===== src/rtl/core_pkg.sv =====
// Shared types for the 16-bit mini core: words, opcodes and sequencer states.
package core_pkg;

  typedef logic [15:0] word_t;
  typedef logic [2:0]  op_t;

  localparam op_t OP_R = 3'd0;
  localparam op_t OP_I = 3'd1;
  localparam op_t OP_L = 3'd2;
  localparam op_t OP_S = 3'd3;
  localparam op_t OP_B = 3'd4;
  localparam op_t OP_J = 3'd5;

  typedef enum logic [2:0] {
    FETCH  = 3'd0,
    DECODE = 3'd1,
    EXEC   = 3'd2,
    MEM    = 3'd3,
    WB     = 3'd4,
    TRAP   = 3'd5
  } ctrl_state_t;

  // Opcodes 110 and 111 have no defined instruction class.
  function automatic logic op_legal(input op_t op);
    return (op <= OP_J);
  endfunction

endpackage


===== src/rtl/bus_wdog.sv =====
// Bus watchdog: counts request cycles without ready and flags a timeout on
// the last permitted wait cycle, so the owner can trap instead of waiting.
module bus_wdog #(
  parameter int unsigned BUS_TIMEOUT = 15
) (
  input  logic clk,
  input  logic rst,
  input  logic clr,
  input  logic req,
  input  logic ready,
  output logic timeout_o
);

  localparam logic [7:0] LAST_WAIT = 8'(BUS_TIMEOUT - 1);

  logic [7:0] cnt_q;
  logic [7:0] cnt_d;

  // Next count: restart on every phase change, otherwise count stalled cycles.
  always_comb begin
    cnt_d = cnt_q;
    if (clr) begin
      cnt_d = '0;
    end else if (req && !ready) begin
      cnt_d = cnt_q + 8'd1;
    end
  end

  // Counter register.
  always_ff @(posedge clk) begin
    if (rst) begin
      cnt_q <= '0;
    end else begin
      cnt_q <= cnt_d;
    end
  end

  // Ready on the last permitted wait cycle still completes normally.
  assign timeout_o = req && !ready && (cnt_q == LAST_WAIT);

endmodule


===== src/rtl/core_seq_ctrl.sv =====
// Multi-cycle sequencer for the 16-bit mini core: owns PC and IR, fetches
// over a req/ready handshake and steps ALU / memory / writeback phases.
module core_seq_ctrl import core_pkg::*; #(
  parameter logic [15:0] RESET_PC    = 16'h0000,
  parameter int unsigned BUS_TIMEOUT = 15
) (
  input  logic        clk,
  input  logic        rst,
  output logic        imem_req_o,
  input  logic        imem_ready_i,
  input  logic [15:0] imem_rdata_i,
  output logic [15:0] pc_o,
  output logic [15:0] instr_o,
  input  logic [2:0]  op_i,
  input  logic        branch_taken_i,
  input  logic [15:0] target_i,
  output logic        alu_en_o,
  output logic        dmem_req_o,
  output logic        dmem_we_o,
  input  logic        dmem_ready_i,
  output logic        rf_we_o,
  output logic [15:0] retired_o,
  output logic        illegal_o,
  output logic        bus_err_o,
  output logic        halt_o
);

  ctrl_state_t state_q, state_d;
  word_t       pc_q, pc_d;
  word_t       ir_q, ir_d;
  op_t         op_q, op_d;
  word_t       retired_q, retired_d;
  logic        illegal_q, illegal_d;
  logic        bus_err_q, bus_err_d;
  logic        halt_q, halt_d;
  logic        imem_req_q, imem_req_d;
  logic        alu_en_q, alu_en_d;
  logic        dmem_req_q, dmem_req_d;
  logic        dmem_we_q, dmem_we_d;
  logic        rf_we_q, rf_we_d;
  logic        retire;
  logic        in_fetch, in_mem, timeout;

  assign in_fetch = (state_q == FETCH);
  assign in_mem   = (state_q == MEM);

  bus_wdog #(.BUS_TIMEOUT(BUS_TIMEOUT)) u_wdog (
    .clk       (clk),
    .rst       (rst),
    .clr       (state_d != state_q),
    .req       (in_fetch || in_mem),
    .ready     (in_fetch ? imem_ready_i : dmem_ready_i),
    .timeout_o (timeout)
  );

  // Sequencer next-state, PC/IR/retire updates and next-cycle strobes.
  always_comb begin
    state_d   = state_q;
    pc_d      = pc_q;
    ir_d      = ir_q;
    op_d      = op_q;
    illegal_d = illegal_q;
    bus_err_d = bus_err_q;
    retire    = 1'b0;
    case (state_q)
      FETCH: begin
        if (imem_ready_i) begin
          ir_d    = imem_rdata_i;
          state_d = DECODE;
        end else if (timeout) begin
          bus_err_d = 1'b1;
          state_d   = TRAP;
        end
      end
      DECODE: begin
        op_d = op_i;
        if (!op_legal(op_i)) begin
          illegal_d = 1'b1;
          state_d   = TRAP;
        end else begin
          state_d = EXEC;
        end
      end
      EXEC: begin
        case (op_q)
          OP_R, OP_I: state_d = WB;
          OP_L, OP_S: state_d = MEM;
          OP_B: begin
            pc_d    = branch_taken_i ? target_i : pc_q + 16'd1;
            retire  = 1'b1;
            state_d = FETCH;
          end
          OP_J: begin
            pc_d    = target_i;
            retire  = 1'b1;
            state_d = FETCH;
          end
          default: state_d = TRAP;
        endcase
      end
      MEM: begin
        if (dmem_ready_i) begin
          if (op_q == OP_S) begin
            pc_d    = pc_q + 16'd1;
            retire  = 1'b1;
            state_d = FETCH;
          end else begin
            state_d = WB;
          end
        end else if (timeout) begin
          bus_err_d = 1'b1;
          state_d   = TRAP;
        end
      end
      WB: begin
        pc_d    = pc_q + 16'd1;
        retire  = 1'b1;
        state_d = FETCH;
      end
      default: state_d = TRAP;
    endcase
    retired_d  = retired_q + 16'(retire);
    halt_d     = (state_d == TRAP);
    imem_req_d = (state_d == FETCH);
    alu_en_d   = (state_d == EXEC);
    dmem_req_d = (state_d == MEM);
    dmem_we_d  = (state_d == MEM) && (op_q == OP_S);
    rf_we_d    = (state_d == WB);
  end

  // State and registered outputs; reset lands in FETCH with the request armed.
  always_ff @(posedge clk) begin
    if (rst) begin
      state_q    <= FETCH;
      pc_q       <= RESET_PC;
      ir_q       <= '0;
      op_q       <= OP_R;
      retired_q  <= '0;
      illegal_q  <= 1'b0;
      bus_err_q  <= 1'b0;
      halt_q     <= 1'b0;
      imem_req_q <= 1'b1;
      alu_en_q   <= 1'b0;
      dmem_req_q <= 1'b0;
      dmem_we_q  <= 1'b0;
      rf_we_q    <= 1'b0;
    end else begin
      state_q    <= state_d;
      pc_q       <= pc_d;
      ir_q       <= ir_d;
      op_q       <= op_d;
      retired_q  <= retired_d;
      illegal_q  <= illegal_d;
      bus_err_q  <= bus_err_d;
      halt_q     <= halt_d;
      imem_req_q <= imem_req_d;
      alu_en_q   <= alu_en_d;
      dmem_req_q <= dmem_req_d;
      dmem_we_q  <= dmem_we_d;
      rf_we_q    <= rf_we_d;
    end
  end

  // Strobes are forced low for the whole time rst is held.
  assign imem_req_o = imem_req_q && !rst;
  assign alu_en_o   = alu_en_q   && !rst;
  assign dmem_req_o = dmem_req_q && !rst;
  assign dmem_we_o  = dmem_we_q  && !rst;
  assign rf_we_o    = rf_we_q    && !rst;

  assign pc_o      = pc_q;
  assign instr_o   = ir_q;
  assign retired_o = retired_q;
  assign illegal_o = illegal_q;
  assign bus_err_o = bus_err_q;
  assign halt_o    = halt_q;

endmodule


===== config.mk =====
export PLATFORM = sky130hd
export DESIGN_NAME = core_seq_ctrl
export DESIGN_NICKNAME = d
export VERILOG_FILES = /design/src/rtl/core_pkg.sv /design/src/rtl/bus_wdog.sv /design/src/rtl/core_seq_ctrl.sv
export SDC_FILE = /design/constraint.sdc
export NUM_CORES = 1
export LEC_CHECK = 0
export CAP_MARGIN = 30
export CELL_PAD_IN_SITES_DETAIL_PLACEMENT = 0
export CELL_PAD_IN_SITES_GLOBAL_PLACEMENT = 1
export CORE_ASPECT_RATIO = 1.5
export CORE_MARGIN = 4
export CORE_UTILIZATION = 31
export DETAILED_ROUTE_END_ITERATION = 8
export PLACE_DENSITY = 0.73
export SLEW_MARGIN = 20
export SYNTH_ARGS = -nofsm -noshare
export SYNTH_HDL_FRONTEND = slang
export SYNTH_SLANG_ARGS = --single-unit

===== constraint.sdc =====
create_clock -name clk -period 2.3 [get_ports clk]
set_input_delay 0.575 -clock clk [delete_from_list [all_inputs] [get_ports clk]]
set_output_delay 0.575 -clock clk [all_outputs]
set_load 0.02 [all_outputs]

== After elaboration in Yosys (flattened, before gate mapping) ==
Cells that the tools add are included.

* Register bits: 70
* Latch bits: 0
* Memory bits (writable): 0
* ROM bits: 0
* Logic and storage cells: 84
* Memories: 0

* Add/sub/neg operators: 3
* $mul: 0
* Div/mod/pow operators: 0
* Order comparisons: 1
* Equality and inequality tests: 20
* Shift operators: 0
* Mux-type cells: 21
* Bitwise logic cells: 1
* Reduce and logical (&&, ||, !) cells: 24

{| class="wikitable"
|+ Operator list
! cell !! number
|-
| $mux 16 || 3
|-
| $pmux 16 s3 || 1
|-
| $pmux 16 s2 || 1
|-
| $eq 3x2->1 const B || 6
|-
| $add 16x1->16 || 1
|-
| $add 16x1->16 const B || 1
|-
| $eq 3x3->1 const B || 5
|-
| $mux 3 || 5
|-
| $pmux 3 s5 || 1
|-
| $logic_not 3->1 || 3
|-
| $pmux 3 s3 || 1
|-
| $add 8x1->8 const B || 1
|-
| $eq 8x4->1 const B || 1
|-
| $logic_and 1x1->1 || 8
|-
| $reduce_or 2->1 || 4
|-
| $mux 1 || 7
|-
| $eq 3x1->1 const B || 2
|-
| $ne 2x2->1 const B || 3
|-
| $reduce_and 2->1 || 2
|-
| $reduce_and 4->1 || 1
|-
| $le 3x3->1 const B || 1
|-
| $ne 3x3->1 || 1
|-
| $ne 3x3->1 const B || 1
|-
| $pmux 1 s3 || 1
|-
| 8 further kinds || 9
|}

== Depth between registers and ports, before layout ==
Gate-level depths: netlist of the first run.

* Word-level depth: 10
* Depth in mapped cells: 12
* Depth with buffers taken out: 9

== Modules after synthesis ==
From an unflattened synthesis of the first run, not the netlist that was laid out.

* Cells, all modules: 408
* Area, all modules: 3309.4 µm²

{| class="wikitable"
|+ By module, submodules not included
! module !! times used !! cells an instance !! area each (µm²)
|-
| core_seq_ctrl || 1 || 363 || 2902.8
|-
| bus_wdog || 1 || 45 || 406.6
|}

== Least setup slack after synthesis of the first run ==
No wires, ideal clock.

* Path kind: register to register
* Start point: reg op_q[1]
* End point: reg retired_q[11] (netlist: retired_o[11])
* Arrival: 2.286 ns
* Path slack: -0.056 ns
* Cell stages (with the launch flop): 11
* Cells stage by stage: dfxtp_1 -> or3b_1 -> o221a_2 -> inv_2 -> buf_2 -> ha_1 -> and3_1 -> clkbuf_1 -> nand2_1 -> or3_1 -> a21oi_1

* Word-level cells in the longest chain between the ends: 5
* Elaborated cells between the ends (all ways): 9
* Classes of those cells: add/sub (1); eq/ne (3); mux (4); reduce/logical (1)

{| class="wikitable"
|+ RTL lines
! item !! line !! RTL
|-
| from (decl) || core_seq_ctrl.sv:31 || <nowiki>op_t op_q, op_d;</nowiki>
|-
| from (signal assigned) || core_seq_ctrl.sv:151 || <nowiki>op_q <= op_d;</nowiki>
|-
| $eq 3x2->1 or $eq 3x3->1 (tied branches) || core_seq_ctrl.sv:103, core_seq_ctrl.sv:85 ||
|-
| $mux 1 or $reduce_or 2->1 (tied branches) || n/a ||
|-
| $mux 1 (on tied branches) || core_seq_ctrl.sv:102, core_seq_ctrl.sv:85 ||
|-
| $pmux 1 s3 (*) || core_seq_ctrl.sv:65 || <nowiki>case (state_q)</nowiki>
|-
| $add 16x1->16 (*) || core_seq_ctrl.sv:122 || <nowiki>retired_d = retired_q + 16'(retire);</nowiki>
|-
| to (signal assigned) || core_seq_ctrl.sv:152 || <nowiki>retired_q <= retired_d;</nowiki>
|-
| to (decl) || core_seq_ctrl.sv:32 || <nowiki>word_t retired_q, retired_d;</nowiki>
|}

Every way passes the cells marked *; elsewhere a longest branch is shown, timed or not.
A chain may end at the register's enable or synchronous reset.

== Worst setup path in the final report of the first run ==
* Start point: in dmem_ready_i
* End point: reg retired_q[13] (netlist: retired_o[13])

* Word-level cells in the longest chain between the ends: 3

{| class="wikitable"
|+ RTL lines
! item !! line !! RTL
|-
| from (decl) || core_seq_ctrl.sv:20 || <nowiki>input logic dmem_ready_i,</nowiki>
|-
| $mux 1 || core_seq_ctrl.sv:102 || <nowiki>if (dmem_ready_i) begin</nowiki>
|-
| $pmux 1 s3 || core_seq_ctrl.sv:65 ||
|-
| $add 16x1->16 || core_seq_ctrl.sv:122 ||
|}

No other way between the ends.

==> run_results.csv, run 1 <==
group,metric,value,unit
finish,antennaDiodeCount,0,
route,drt_iter0_drc,115,
setup_path,cp.arrival,2.40,ns
synthesis,async_flop_share,0,%
synthesis,synthDistinctLibCells,59,
global_route,grt_first_pass_wirelength,15.2,mm
setup_path,worstPathRequired,2.52,ns
power,sw_frac_of_total,24.9,%
flow_run,maxCapViolCount,0,
timing,setup_viol,0,
clocking,cts_tree,"built",
timing,period_minus_slack,2.18,ns
global_route,first_global_vias,3181,
die,placementRows,46,
setup_path,start_kind,"input pin",
global_route,grt_usage,15.0,%
place,dpl.hpwl,6.79,mm
clocking,cts_buffers,9,
synthesis,synthAdderAreaFrac,1.86,%
route,viasPerCell,4.96,
setup_path,cp-end-kind,"flop",
timing,hold_viol_final,0,
timing,finalHoldWorstSlack,0.454,ns
route,routed_wl,9.24,mm
synthesis,synth_top_area_share,41.6,%
power,combPwrFrac,15.5,%
place,port_buffers,95,
power,power.internal,2.48,mW
synthesis,yosys.area.top_type,"dfxtp_1",
finish,layout.nets,553,
finish,area_growth_syn_to_layout,45.4,%
place,gp_congestion,0.804,
timing,maxSlewViolCount,0,
die,die_area,12600,µm²
synthesis,netlist_instances,402,
route,post_drt_wl_per_cell,14.1,µm
finish,layout-drive-gt1-share,11.5,%
timing,max_freq,458,MHz
synthesis,synth_top_flop_cell,"dfxtp_1",
setup_path,crit_chain,"clkdlybuf4s50_1 > nand4b_1 > o221a_2 > inv_2 > ha_4 > and3_4 > nand2_1 > nor3_1 > xnor2_1 > nor2_1",
finish,mostFrequentLayoutCell,"clkdlybuf4s50_1",
route,vias,3260,
route,drtAntennaViolNets,0,
finish,layout_common_cells,"94 x clkdlybuf4s50_1, 70 x dfxtp_1, 54 x nand2_1",
synthesis,synth.area.top_cells,"dfxtp_1 42%, a21oi_1 6.8%, nand2_1 6.1%, xor2_1 2.9%, nor2_1 2.8%",
clocking,cts_max_path_buffers,2,
die,coreArea,10600,µm²
synthesis,synth_seq_cells,70,
die,initial_utilization,31.8,%
synthesis,synth-simple-area-share,27.0,%
power,power.density,675,nW/µm²
die,dieWidth,93.1,µm
timing,setup_ws,0.116,ns
timing,finalCritPeriodShare,95.0,%
global_route,overflow,0,
clocking,htree_levels,3,
setup_path,critical_path_buf_inv_count,2,
setup_path,crit_fanout,4,
timing,rsz0062_at_grt,"no",
synthesis,netlist_area,3370,µm²
clocking,clkLatencyLatePin,0.33,ns
synthesis,synth-xor-area-share,4.94,%
place,post-place-ws,-0.367,ns
timing,tightest_slew,0.605,ns
run_status,status,"complete, no violations",
clocking,root_buffer,"clkbuf_16",
synthesis,synth_top_family_by_area,"simple AND/OR/NAND/NOR gates",
timing,relSlewSlack,59.7,%
synthesis,synthesis.nets,447,
die,ios,96,
synthesis,yosys_warnings,0,
synthesis,yosysSeqAreaShare,41.6,%
route,drc,0,
synthesis,synth_edf_count,0,
power,p_clk_share,45.1,%
synthesis,avgSynthCellArea,8.38,µm²
synthesis,synth_compound_area_share,18.0,%
route,drt_first_pass_iters,4,
synthesis,yosys-mux-area-fraction,1.49,%
clocking,cts_sinks,70,
power,switchingPower,0.824,mW
power,ir_worst_vdd,334,µV
setup_path,cpPeakStageDelay,0.50,ns
hold_path,hold_path.class,"flop to flop",
setup_path,critical_path_class,"input pin to flop",
timing,skew,0.00714,ns
global_route,antenna_found_initial,0,
power,seq_power_share,39.5,%
global_route,grt_max_degree,31,
clocking,postCtsSetupRepairBufs,0,
setup_path,cp_slowest_cell,"clkdlybuf4s50_1",
power,power.leakage,1.71,nW
die,die_h,136,µm
clocking,cts_hold_buf,0,
setup_path,crit_family,"simple AND/OR/NAND/NOR gates",
clocking,cts.clk_slew.worst_paths,0.06,ns
power groups by stage:
stage          combinational [mW]  sequential, mW  clock [mW]
3_3_place_gp                0.511            1.33           0
6_report                    0.511            1.30        1.49
5_1_grt                     0.561            1.31        1.58
4_1_cts                     0.517            1.30        1.54
3_5_place_dp                0.514            1.33           0
2_1_floorplan               0.255            1.37           0
worst paths after layout:
path | from | endpoint | slack (ns) | depth (start not counted)
worst max-delay path | dmem_ready_i | retired_o[13] | 0.12 | 10
worst min-delay path | instr_o[5] | instr_o[5] | 0.45 | 2
worst max register to register | state_q[0] | retired_o[13] | 0.23 | 9
worst min register to register | instr_o[5] | instr_o[5] | 0.45 | 2
cell type report:
type	count	area, µm²
fillers	1058	5690
multi-input cells	299	1840
flip-flops and latches	70	1400
repair buffers	116	1100
clock buffers	10	239
well taps	144	180
clock inverters	6	85.1
inverters	12	45.0
metal layers:
layer | GRT usage, % | up-vias | part of all wire (%)
li1 | - | 1636 | -
met1 | 17.9 | 1491 | 42
met2 | 24.8 | 114 | 49
met3 | 3.84 | 19 | 6.2
met4 | 7.58 | 0 | 2.8
met5 | 0 | - | 0
worst register-to-register path, stage by stage, from the launching register on:
cell and delay [ns]:
dfxtp_1 0.35, or3b_1 0.39, o221a_2 0.30, inv_2 0.07, ha_4 0.14, and3_4 0.18
nand2_1 0.10, nor3_1 0.21, xnor2_1 0.16, nor2_1 0.05
kinds of logic (layout without fill, tap and decap cells):
group	after synthesis	in the layout
fa+ha+maj	5	5
simple gates	173	173
flops	70	70
compound gates	97	97
mux	5	5
buf+inv	33	144
xor+xnor	19	19
through the flow:
step / TNS [ns] / power [mW] / cell area [µm²] / utilization [%] / instances
after floorplan: 0 / 1.62 / 3370 / - / 402
after global placement: -2.01 / 1.84 / 4520 / 42.7 / 641
after detailed placement: -2.64 / 1.84 / 4520 / 42.7 / 641
after CTS: 0 / 3.36 / 4860 / 45.9 / 657
after global routing: 0 / 3.46 / 4900 / 46.2 / 657
final: 0 / 3.31 / 4900 / 46.2 / 657
flip-flops by register name, indices dropped and copies added, names as in the netlist, 3 cells and up:
signal and cells:
retired_o 16, instr_o 16, u_wdog.cnt_q 8, state_q 3, op_q 3, pc_o 16
cell usage after synthesis, types with 4 or more instances:
master	n
ha_1	5
and2_1	5
or3_1	4
nor2_1	25
nor3_1	11
nor4_1	5
and3_1	9
o21ai_0	17
clkbuf_1	10
nand4_1	11
xor2_1	11
buf_6	5
nand3_1	14
dfxtp_1	70
o21ai_1	4
nor2b_1	10
a21oi_1	46
nand2_1	55
xnor2_1	8
inv_1	11
mux2i_1	5
what timing repair did:
item                       in CTS  in global routing
setup endpoints to repair       2                  7
pin swaps                       0                  0
gates cloned                    0                  0
gates resized for setup         2                  7
Note: power is estimated with default switching activity, not from simulation.
==> inputs of run 2 (changes only) <==
--- a/config.mk
+++ b/config.mk
@@ -12,6 +12,7 @@
 export CORE_MARGIN = 4
 export CORE_UTILIZATION = 31
 export DETAILED_ROUTE_END_ITERATION = 8
+export MAX_ROUTING_LAYER = met4
 export PLACE_DENSITY = 0.73
 export SLEW_MARGIN = 20
 export SYNTH_ARGS = -nofsm -noshare
==> run_results.csv, run 2 (synthesis results as in run 1) <==
group,metric,value,unit
setup_path,critical_path_class,"input pin to flop",
timing,maxSlewViolCount,0,
die,ios,96,
flow_run,maxCapViolCount,0,
power,power.density,675,nW/µm²
die,placementRows,46,
timing,relSlewSlack,60.1,%
global_route,grt_first_pass_wirelength,15.3,mm
setup_path,cpPeakStageDelay,0.50,ns
timing,finalCritPeriodShare,95.3,%
global_route,grt_usage,15.4,%
finish,layout.nets,553,
clocking,cts_sinks,70,
place,port_buffers,95,
die,dieWidth,93.1,µm
timing,max_freq,456,MHz
die,coreArea,10600,µm²
clocking,root_buffer,"clkbuf_16",
setup_path,crit_chain,"clkdlybuf4s50_1 > nand4b_1 > o221a_2 > inv_2 > ha_4 > and3_4 > nand2_1 > nor3_1 > xnor2_1 > nor2_1",
finish,final_core_util,46.2,%
run_status,status,"complete, no violations",
global_route,overflow,0,
setup_path,start_kind,"input pin",
timing,skew,0.00732,ns
finish,layout-drive-gt1-share,11.5,%
global_route,grt_max_degree,31,
hold_path,hold_path.class,"flop to flop",
power,ir_worst_vdd,334,µV
route,routed_wl,9.26,mm
route,drt_first_pass_iters,5,
global_route,first_global_vias,3179,
clocking,clkLatencyLatePin,0.33,ns
place,placed_area,4520,µm²
finish,layout_common_cells,"94 x clkdlybuf4s50_1, 70 x dfxtp_1, 54 x nand2_1",
place,gp_congestion,0.816,
timing,setup_viol,0,
timing,tightest_slew,0.598,ns
finish,design_area,4900,µm²
die,die_area,12600,µm²
finish,area_growth_syn_to_layout,45.4,%
setup_path,worstPathRequired,2.52,ns
die,die_h,136,µm
place,dpl.hpwl,6.79,mm
timing,hold_viol_final,0,
clocking,cts_tree,"built",
finish,antennaDiodeCount,0,
clocking,htree_levels,3,
route,post_drt_wl_per_cell,14.1,µm
timing,rsz0062_at_grt,"no",
clocking,cts.clk_slew.worst_paths,0.06,ns
die,initial_utilization,31.8,%
finish,mostFrequentLayoutCell,"clkdlybuf4s50_1",
clocking,cts_buffers,9,
route,drt_iter0_drc,111,
route,drtAntennaViolNets,0,
route,vias,3232,
route,drc,0,
setup_path,crit_fanout,4,
setup_path,cp-end-kind,"flop",
setup_path,cp_slowest_cell,"clkdlybuf4s50_1",
global_route,antenna_found_initial,0,
power,power.leakage,1.71,nW
route,viasPerCell,4.92,
setup_path,cp.arrival,2.41,ns
timing,period_minus_slack,2.19,ns
clocking,cts_hold_buf,0,
clocking,cts_max_path_buffers,2,
-- run 2: cell counts in the layout (fill, tap and decap cells not counted) --
No cell type changed its count.
-- run 2: area by class of cell --
cell class | instances | area, µm²
fillers | 1058 | 5690
clock inverters | 6 | 85.1
flip-flops and latches | 70 | 1400
inverters | 12 | 45.0
clock buffers | 10 | 239
multi-input cells | 299 | 1840
repair buffers | 116 | 1100
well taps | 144 | 180
-- run 2: worst max-delay path, delay by kind of cell --
family          cells  cell delay [ns]
xor+xnor            1             0.16
compound gates      1             0.29
buf+inv             2             0.57
simple gates        5             0.67
fa+ha+maj           1             0.14
-- run 2: final timing paths --
path,start,to,slack [ns],cells past startpoint
worst max-delay path,dmem_ready_i,retired_o[13],0.11,10
worst min-delay path,instr_o[5],instr_o[5],0.45,2
worst max register to register,state_q[0],retired_o[13],0.23,9
worst min register to register,instr_o[5],instr_o[5],0.45,2
-- run 2: stage by stage --
stage | hold WS (ns) | power [mW] | setup WS, ns | setup TNS, ns | std cells
after floorplan | 0.497 | 1.62 | 0.00181 | 0 | 402
after global routing | 0.480 | 3.46 | 0.0244 | 0 | 657
final | 0.453 | 3.31 | 0.108 | 0 | 657
after detailed placement | 0.449 | 1.84 | -0.367 | -2.64 | 641
after CTS | 0.457 | 3.36 | 0.0206 | 0 | 657
after global placement | 0.443 | 1.84 | -0.315 | -2.01 | 641
-- run 2: power by group --
group | total (mW) | switching [mW] | internal (mW)
Combinational | 0.511 | 0.268 | 0.243
Sequential | 1.30 | 0.0389 | 1.27
Clock | 1.49 | 0.518 | 0.974
-- run 2: what timing repair did --
action / in CTS / in global routing
cloned: 0 / 0
setup buffers: 0 / 0
gates resized for setup: 2 / 7
endpoints found under the setup margin: 2 / 7
-- run 2: routing by layer --
metal / up-vias / share of wire [%] / track usage, %
li1: 1633 / - / -
met1: 1497 / 44 / 18.2
met2: 86 / 49 / 24.8
met3: 16 / 4.8 / 3.34
met4: 0 / 2.6 / 7.58
met5: - / 0 / -
==> inputs of run 3 (changes only) <==
--- a/config.mk
+++ b/config.mk
@@ -13,8 +13,9 @@
 export CORE_UTILIZATION = 31
 export DETAILED_ROUTE_END_ITERATION = 8
 export MAX_ROUTING_LAYER = met4
-export PLACE_DENSITY = 0.73
+export PLACE_DENSITY = 0.72
 export SLEW_MARGIN = 20
 export SYNTH_ARGS = -nofsm -noshare
 export SYNTH_HDL_FRONTEND = slang
+export SYNTH_HIERARCHICAL = 1
 export SYNTH_SLANG_ARGS = --single-unit
==> run_results.csv, run 3 <==
group,metric,value,unit
place,port_buffers,95,
setup_path,cpPeakStageDelay,0.63,ns
timing,max_freq,466,MHz
global_route,overflow,0,
place,gp_congestion,0.818,
synthesis,netlist_instances,408,
setup_path,cp_slowest_cell,"clkdlybuf4s50_1",
finish,multi_input_area,1840,µm²
die,die_area,12400,µm²
timing,finalCritPeriodShare,93.3,%
finish,area_growth_syn_to_layout,48.6,%
finish,layout.nets,565,
synthesis,synthesis.nets,453,
setup_path,crit_chain,"buf_2 > nor2b_1 > clkdlybuf4s50_1",
setup_path,cp-end-kind,"primary output",
power,power.leakage,1.79,nW
place,dpl.hpwl,7.23,mm
route,routed_wl,9.75,mm
route,drtAntennaViolNets,0,
flow_run,maxCapViolCount,0,
synthesis,netlist_area,3310,µm²
synthesis,synth.area.top_cells,"dfxtp_1 42%, nand2_1 6.7%, a21oi_1 6.5%, nor2_1 4.3%, o21ai_0 3.6%",
timing,rsz0062_at_grt,"no",
hold_path,hold_path.class,"flop to flop",
clocking,cts_hold_buf,0,
synthesis,yosys.area.top_type,"dfxtp_1",
global_route,grt_usage,16.6,%
clocking,clkLatencyLatePin,0.33,ns
timing,period_minus_slack,2.15,ns
die,die_h,135,µm
timing,tightest_slew,0.646,ns
die,ios,96,
route,post_drt_wl_per_cell,14.6,µm
power,ir_worst_vdd,361,µV
clocking,cts_max_path_buffers,2,
synthesis,async_flop_share,0,%
synthesis,synth_top_flop_cell,"dfxtp_1",
synthesis,synth_top_area_share,42.3,%
clocking,postCtsSetupRepairBufs,0,
timing,setup_viol,0,
route,drc,0,
setup_path,start_kind,"input pin",
die,placementRows,45,
clocking,cts_tree,"built",
route,drt_first_pass_iters,5,
clocking,htree_levels,3,
clocking,root_buffer,"clkbuf_16",
route,drt_iter0_drc,89,
finish,antennaDiodeCount,0,
clocking,cts.clk_slew.worst_paths,0.06,ns
route,vias,3298,
setup_path,crit_fanout,13,
setup_path,worstPathRequired,1.73,ns
finish,layout-drive-gt1-share,12.2,%
finish,seq_area,1400,µm²
setup_path,cp.arrival,1.57,ns
route,viasPerCell,4.95,
synthesis,synth_edf_count,0,
synthesis,yosys-top-cells-count,"70 x dfxtp_1, 59 x nand2_1, 43 x a21oi_1, 38 x nor2_1, 24 x o21ai_0",
global_route,first_global_vias,3292,
clocking,cts_buffers,9,
finish,mostFrequentLayoutCell,"clkdlybuf4s50_1",
setup_path,critical_path_class,"input pin to primary output",
die,coreArea,10300,µm²
global_route,grt_first_pass_wirelength,15.9,mm
global_route,grt_max_degree,34,
timing,hold_viol_final,0,
synthesis,yosys_warnings,6,
synthesis,yosysMostFrequentCell,"dfxtp_1",
timing,setup_ws,0.153,ns
timing,maxSlewViolCount,0,
synthesis,synthDistinctLibCells,58,
run_status,status,"complete, no violations",
finish,final_core_util,47.7,%
synthesis,synth_seq_cells,70,
timing,tns,0,ns
synthesis,avgSynthCellArea,8.11,µm²
power,power.density,712,nW/µm²
synthesis,yosysSeqAreaShare,42.3,%
global_route,antenna_found_initial,0,
die,initial_utilization,32.1,%
timing,finalHoldWorstSlack,0.454,ns
clocking,cts_sinks,70,
finish,layout_common_cells,"92 x clkdlybuf4s50_1, 70 x dfxtp_1, 58 x nand2_1",
die,dieWidth,92.4,µm
place,post-place-ws,-0.510,ns
finish,n_fill_cell,1013,
timing,skew,0.00804,ns
timing,relSlewSlack,56.7,%
run 3: cells by family (layout without fill, tap and decap cells):
family / Yosys count / in the layout / share of synthesized area (%)
compound gates: 105 / 105 / 19.4
flops: 70 / 70 / 42.3
buf+inv: 31 / 148 / 4.27
fa+ha+maj: 5 / 5 / 1.89
simple gates: 180 / 180 / 27.5
mux: 3 / 3 / 0.907
xor+xnor: 14 / 14 / 3.71
run 3: power breakdown:
group          internal (mW)  total [mW]  switching, mW
Sequential              1.28        1.34         0.0517
Clock                  0.876        1.42          0.546
Combinational          0.355       0.743          0.387
run 3: final cells by class:
type                       count  area share, %
sequential                    70           28.5
inverter                      10          0.763
tap                          141           3.59
timing repair buffer         122           23.5
clock buffer                  10           4.86
multi-input combinational    307           37.4
clock inverter                 6           1.42
run 3: per-layer routing:
layer	wire, µm	GRT usage (%)	part of all wire [%]	up-vias
li1	-	-	-	1664
met1	3900	17.3	40	1546
met2	5200	29.5	53	73
met3	413	3.68	4.2	15
met4	224	7.36	2.3	0
met5	0	-	0	-
run 3: path summary, 6_finish.rpt:
check	from	endpoint	slack, ns	cells after the start
worst max-delay path	rst	dmem_req_o	0.15	3
worst min register to register	instr_o[14]	instr_o[14]	0.45	2
worst max register to register	state_q[0]	imem_req_q	0.18	10
worst min-delay path	instr_o[14]	instr_o[14]	0.45	2
run 3: timing repair:
action                                  CTS  global route
pin swaps                                 1             6
gates resized for setup                   3            13
hold endpoints to repair                  0             0
endpoints found under the setup margin   13            11
run 3: critical path: cells and delay by family:
kind          cells  cell delay [ns]
buf+inv           2             0.81
simple gates      1             0.18
run 3: through the flow:
| step | instances | instance area (µm²) | power, mW |
|---|---|---|---|
| 3_3_place_gp | 650 | 4550 | 2.07 |
| 3_5_place_dp | 650 | 4550 | 2.08 |
| 2_1_floorplan | 408 | 3340 | 1.76 |
| 6_report | 666 | 4920 | 3.50 |
| 4_1_cts | 666 | 4870 | 3.52 |
| 5_1_grt | 666 | 4920 | 3.68 |
